===== config.mk =====
export PLATFORM = sky130hd
export DESIGN_NAME = fetch_unit
export DESIGN_NICKNAME = d
export VERILOG_FILES = /design/src/rtl/fetch_unit.sv
export SDC_FILE = /design/constraint.sdc
export NUM_CORES = 1
export LEC_CHECK = 0
export BUFFER_PORTS_ARGS = -buffer_cell sky130_fd_sc_hd__buf_4
export CAP_MARGIN = 20
export CORE_UTILIZATION = 40
export DETAILED_ROUTE_END_ITERATION = 7
export RECOVER_POWER = 50
export SYNTH_ARGS = -nofsm -noshare
export SYNTH_HDL_FRONTEND = slang
export SYNTH_SLANG_ARGS = --single-unit

===== constraint.sdc =====
create_clock -name clk_i -period 13.6 [get_ports clk_i]
set_input_delay 1.36 -clock clk_i [delete_from_list [all_inputs] [get_ports clk_i]]
set_output_delay 1.36 -clock clk_i [all_outputs]
set_load 0.005 [all_outputs]

===== src/rtl/fetch_unit.sv =====
// Instruction fetch unit: accepts fetch addresses, issues word-aligned reads to instruction
// memory, pairs in-order responses with their fetch pc, and queues the results for downstream.
// A credit rule bounds requests plus outstanding reads plus queued entries to DEPTH, so the
// instruction queue can never overflow. A flush drops all pending work; reads that were
// already granted are counted in a discard counter and their responses are silently dropped.
module fetch_unit #(
  parameter int unsigned PC_WIDTH = 32,
  parameter int unsigned DEPTH    = 2
) (
  input  logic                clk_i,
  input  logic                rst_i,
  // Program-counter side
  input  logic [PC_WIDTH-1:0] pc_i,
  input  logic                pc_valid_i,
  output logic                pc_ready_o,
  input  logic                flush_i,
  // Instruction memory side
  output logic                mem_req_o,
  output logic [PC_WIDTH-1:0] mem_addr_o,
  input  logic                mem_gnt_i,
  input  logic                mem_rvalid_i,
  input  logic [PC_WIDTH-1:0] mem_rdata_i,
  // Downstream side
  output logic [PC_WIDTH-1:0] instr_o,
  output logic [PC_WIDTH-1:0] instr_pc_o,
  output logic                instr_fault_o,
  output logic                instr_valid_o,
  input  logic                instr_ready_i
);

  localparam int unsigned PtrW = (DEPTH > 1) ? $clog2(DEPTH) : 1;
  localparam int unsigned CntW = PtrW + 1;  // holds 0..DEPTH
  localparam int unsigned CrdW = PtrW + 3;  // holds outstanding + queued + request

  typedef enum logic [0:0] {StIdle, StReq} state_e;

  state_e              state_q, state_d;
  logic [PC_WIDTH-1:0] addr_q, addr_d;
  logic [PC_WIDTH-1:0] req_pc_q, req_pc_d;  // unaligned pc of the pending request
  logic [CntW-1:0]     outst_q, outst_d;
  logic [CntW-1:0]     discard_q, discard_d;

  // Side FIFO: pc and fault flag of each granted, not-yet-returned, non-discarded read
  logic [PC_WIDTH-1:0] side_pc_q    [DEPTH];
  logic                side_fault_q [DEPTH];
  logic [PtrW:0]       side_wptr_q, side_rptr_q;

  // Instruction queue
  logic [PC_WIDTH-1:0] q_data_q  [DEPTH];
  logic [PC_WIDTH-1:0] q_pc_q    [DEPTH];
  logic                q_fault_q [DEPTH];
  logic [PtrW:0]       q_wptr_q, q_rptr_q;

  logic                grant, accept;
  logic                rv_live, rv_use, rv_drop;
  logic                side_push, side_pop, side_empty;
  logic                q_wr, q_pop, q_empty, q_full;
  logic [PtrW:0]       q_count;
  logic [CrdW-1:0]     credits;

  // Handshake decode and credit accounting
  always_comb begin
    grant      = mem_req_o && mem_gnt_i;
    q_count    = q_wptr_q - q_rptr_q;
    q_empty    = (q_wptr_q == q_rptr_q);
    q_full     = (q_wptr_q[PtrW] != q_rptr_q[PtrW]) &&
                 (q_wptr_q[PtrW-1:0] == q_rptr_q[PtrW-1:0]);
    side_empty = (side_wptr_q == side_rptr_q);
    credits    = CrdW'(outst_q) + CrdW'(q_count) + CrdW'(mem_req_o);
    pc_ready_o = !rst_i && !flush_i && (!mem_req_o || mem_gnt_i) &&
                 (credits < CrdW'(DEPTH));
    accept     = pc_valid_i && pc_ready_o;
    // A response with nothing outstanding is stray and ignored entirely
    rv_live    = mem_rvalid_i && (outst_q != '0);
    rv_use     = rv_live && !flush_i && (discard_q == '0);
    rv_drop    = rv_live && !rv_use;
    side_push  = grant && !flush_i;
    side_pop   = rv_use;
    q_wr       = rv_use;
    q_pop      = instr_valid_o && instr_ready_i && !flush_i;
  end

  // Request FSM next state: issue on accept, hold until granted, drop on flush
  always_comb begin
    state_d  = state_q;
    addr_d   = addr_q;
    req_pc_d = req_pc_q;
    if (accept) begin
      state_d  = StReq;
      addr_d   = {pc_i[PC_WIDTH-1:2], 2'b00};
      req_pc_d = pc_i;
    end else if (grant || flush_i) begin
      state_d = StIdle;
    end
  end

  // Outstanding-read and discard counters
  always_comb begin
    outst_d = outst_q;
    if (grant && !rv_live) begin
      outst_d = outst_q + CntW'(1);
    end else if (!grant && rv_live) begin
      outst_d = outst_q - CntW'(1);
    end
    discard_d = discard_q;
    if (flush_i) begin
      // Everything still in flight after this cycle must be dropped on return
      discard_d = outst_d;
    end else if (rv_drop) begin
      discard_d = discard_q - CntW'(1);
    end
  end

  // Control state and FIFO pointers
  always_ff @(posedge clk_i) begin
    if (rst_i) begin
      state_q     <= StIdle;
      addr_q      <= '0;
      req_pc_q    <= '0;
      outst_q     <= '0;
      discard_q   <= '0;
      side_wptr_q <= '0;
      side_rptr_q <= '0;
      q_wptr_q    <= '0;
      q_rptr_q    <= '0;
    end else begin
      state_q   <= state_d;
      addr_q    <= addr_d;
      req_pc_q  <= req_pc_d;
      outst_q   <= outst_d;
      discard_q <= discard_d;
      if (flush_i) begin
        side_wptr_q <= '0;
        side_rptr_q <= '0;
        q_wptr_q    <= '0;
        q_rptr_q    <= '0;
      end else begin
        if (side_push) side_wptr_q <= side_wptr_q + 1'b1;
        if (side_pop)  side_rptr_q <= side_rptr_q + 1'b1;
        if (q_wr)      q_wptr_q    <= q_wptr_q + 1'b1;
        if (q_pop)     q_rptr_q    <= q_rptr_q + 1'b1;
      end
    end
  end

  // FIFO storage; contents are only meaningful between the pointers, so no reset
  always_ff @(posedge clk_i) begin
    if (side_push) begin
      side_pc_q[side_wptr_q[PtrW-1:0]]    <= req_pc_q;
      side_fault_q[side_wptr_q[PtrW-1:0]] <= (req_pc_q[1:0] != 2'b00);
    end
    if (q_wr) begin
      q_data_q[q_wptr_q[PtrW-1:0]]  <= mem_rdata_i;
      q_pc_q[q_wptr_q[PtrW-1:0]]    <= side_pc_q[side_rptr_q[PtrW-1:0]];
      q_fault_q[q_wptr_q[PtrW-1:0]] <= side_fault_q[side_rptr_q[PtrW-1:0]];
    end
  end

  // Outputs; the head fields read as zero whenever the queue is empty
  always_comb begin
    mem_req_o     = (state_q == StReq);
    mem_addr_o    = addr_q;
    instr_valid_o = !q_empty;
    instr_o       = instr_valid_o ? q_data_q[q_rptr_q[PtrW-1:0]]  : '0;
    instr_pc_o    = instr_valid_o ? q_pc_q[q_rptr_q[PtrW-1:0]]    : '0;
    instr_fault_o = instr_valid_o ? q_fault_q[q_rptr_q[PtrW-1:0]] : 1'b0;
  end

  a_q_no_overflow: assert property (@(posedge clk_i) disable iff (rst_i)
    !(q_wr && q_full && !q_pop));

  a_side_not_empty: assert property (@(posedge clk_i) disable iff (rst_i)
    !(side_pop && side_empty));

endmodule


==> impl_results.md <==
- Status: complete, but fails checks
- Failing checks: max-capacitance violations, max-slew violations
- Overall via count from detail_route: 5212
- Max-Cap Viols: 2
- Shortest clock period the worst path allows after layout: 4.84 ns
- DP HPWL: 10.9 mm
- Type of the setup path with the least slack: in2out
- Kind of capture point of the worst setup path: output port
- CP required: 12.24 ns
- Unrepaired setup endpoints after global routing: no
- Number of clock buffers inserted by TritonCTS: 25
- Post-detailed-routing wire length: 17.5 mm
- Skew final: 0.0157 ns
- Clk Latency, worst-skew pair: 0.51 ns
- Cts hold-fix bufs: 0
- Count of final setup violators: 0
- Via count of the first global-routing pass: 5367
- Type of the tightest min-delay check: reg2reg
- Number of placement rows: 55
- Total of buffers placed on input and output ports: 168
- Worst slew margin relative to its limit: -51.2%
- Max Clk Rate: 207 MHz
- Number of flip-flops and latches in the synthesized netlist: 241
- Max-slew violation count: 73
- Worst slack on hold paths: 0.476 ns
- Placer Congestion: 0.722
- Synth Warn #: 0
- Number of nets in the layout: 850
- Reported leakage power: 3.96 nW
- Mapped Cells: 634
- Kind of start point of the critical path: input pin
- Final standard cell area without fillers: 0.0114 mm^2
- Wire length of the first global-routing pass: 27.2 mm
- Highest-count cells in the layout ignoring fill and taps: sky130_fd_sc_hd__edfxtp_1 (196), sky130_fd_sc_hd__buf_4 (114), sky130_fd_sc_hd__nor2_1 (77), sky130_fd_sc_hd__mux2i_1 (66), sky130_fd_sc_hd__nand2_1 (64)
- Cell area power density: 150 mW/mm^2
- Tot GR Track Use: 14.4%
- Die footprint: 0.0242 mm^2
- Count of unique library cells instantiated by Yosys: 37
- Sequential fraction of the synthesis area: 72.1%
- CP arrival: 3.48 ns
- Buffer depth of the longest clock path: 3
- Fraction of layout cells with a size suffix above 1: 28.8%
- Initial DRC Count: 184
- Setup_tns: 0 ns
- Post-route total power: 1.72 mW
- Die Y-Extent: 155 um
- Syn Std Cell Area: 0.00942 mm^2
- Largest net degree at the start of global routing: 67
- Antenna-violating nets left: 0
- Number of DRC violations after detailed routing: 0
- Area of the placeable core: 0.0228 mm^2
- Antenna violations before repair: 0
- Deepest level of the CTS H-tree: 1
- Number of setup buffers added after CTS: 0
- Commonest non-fill, non-tap cell in the layout: sky130_fd_sc_hd__edfxtp_1
- Average via count per standard cell: 4.72
- Count of flip-flops with a built-in enable after synthesis: 196
- Overall overflow remaining after global route: 0
- Top-Level Pins: 171
- Effective utilization at floorplan: 41.2%
- Die span in x: 155 um
- Antenna diodes: 0
- Maximum fanout along the worst path: 38
- Cell chosen for the clock root: sky130_fd_sc_hd__clkbuf_16
- Total count of hold-check failures in the final report: 0
- Share of async-settable or async-resettable flops after synthesis: 0%
- Number of sinks handled by clock tree synthesis: 241
- Share of the cycle needed by the critical path after routing: 35.6%
- Average routed wire per standard cell: 15.9 um
- Resized Gates After CTS: 0
- Synth Flop Type: sky130_fd_sc_hd__edfxtp_1
- Post-synthesis to final-layout area growth: 21.6%
- Clock slew at the register clock pins of the worst setup and hold paths: 0.06 ns
- Slew of the pin with the lowest slew margin: 2.27 ns
- Slack of the worst reg-to-reg path: 10.55 ns
- Number of detailed-routing iterations run before antenna repair: 4
- Peak supply drop: 67.3 uV
- CTS tree: built
- Synthesized area divided by synthesized cell count: 14.9 um^2
- Standard cell area after detailed placement: 0.0107 mm^2
==> cell usage after synthesis (4+ instances only) <==
master / instances / area share [%]
sky130_fd_sc_hd__clkbuf_1: 9 / 0.36
sky130_fd_sc_hd__nor2_1: 77 / 3.1
sky130_fd_sc_hd__nor3_1: 4 / 0.21
sky130_fd_sc_hd__buf_2: 18 / 0.96
sky130_fd_sc_hd__mux2i_1: 66 / 7.0
sky130_fd_sc_hd__edfxtp_1: 196 / 63
sky130_fd_sc_hd__dfxtp_1: 45 / 9.6
sky130_fd_sc_hd__nand2_2: 4 / 0.27
sky130_fd_sc_hd__nand2_1: 64 / 2.6
sky130_fd_sc_hd__inv_1: 7 / 0.28
sky130_fd_sc_hd__xnor2_1: 8 / 0.74
sky130_fd_sc_hd__a21oi_2: 15 / 1.4
sky130_fd_sc_hd__mux2_2: 34 / 4.1
sky130_fd_sc_hd__buf_4: 32 / 2.6
sky130_fd_sc_hd__a21oi_1: 19 / 1.0
sky130_fd_sc_hd__ha_1: 4 / 0.53
==> sequential cells by signal, indices dropped and copies added (netlist names), named ones only <==
register	count
q_data_q	64
q_pc_q	64
side_pc_q	64
req_pc_q	32
discard_q	2
outst_q	2
q_fault_q	2
q_rptr_q	2
q_wptr_q	2
side_fault_q	2
mem_req_o	1
side_rptr_q	1
side_wptr_q	1
==> layer usage <==
layer	share of wire [%]	global-route usage, %	up-vias
li1	-	-	2505
met1	42	17.5	2515
met2	50	25.7	160
met3	5.7	2.73	32
met4	2.2	4.72	0
met5	0	0	-
==> logic make-up after synthesis <==
kind of cell	Yosys count	synth area share (%)
flip-flops	241	72.1
AND/OR/NAND/NOR	165	7.31
multiplexers	101	11.2
buffers and inverters	71	4.86
AO/OA/AOI/OAI	40	2.84
XOR/XNOR	10	0.930
adder cells (fa/ha/maj)	5	0.744
other	1	0.0398
==> layout make-up <==
cell class	count	area [um^2]
Clock buffer	35	703
Sequential cell	241	6790
Tap cell	313	392
Timing Repair Buffer	176	1230
Inverter	7	26.3
Clock inverter	10	123
Fill cell	2015	11400
Multi-Input combinational cell	323	2190
==> critical path, cell delays in order <==
cell                       delay (ns)
sky130_fd_sc_hd__clkbuf_1        1.59
sky130_fd_sc_hd__nor4_4          0.10
sky130_fd_sc_hd__and2_2          0.30
sky130_fd_sc_hd__buf_4           0.13
==> power breakdown <==
part	switching (mW)	internal, mW	leakage, nW
registers	0.0209	0.842	2.15
logic	0.100	0.0848	1.41
clock network	0.257	0.415	0.409
==> worst paths after layout <==
check / cells past startpoint / end / from
hold / removal: 0 / side_pc_q[1][1]$_DFFE_PP_ / req_pc_q[1]$_SDFFE_PP0P_
setup reg to reg: 11 / req_pc_q[25]$_SDFFE_PP0P_ / q_wptr_q[0]$_SDFFE_PP0P_
hold reg to reg: 0 / side_pc_q[1][1]$_DFFE_PP_ / req_pc_q[1]$_SDFFE_PP0P_
setup / recovery: 4 / pc_ready_o / rst_i
==> through the flow <==
stage               std cells  util [%]  setup slack, ns
finish                   1105      50.1             8.76
global placement         1060      46.9             9.95
CTS                      1105      50.6             9.33
global route             1105      50.1             8.64
floorplan                 635         -             6.76
detailed placement       1060      46.9             9.87
Power figures use the tool's default switching activity.
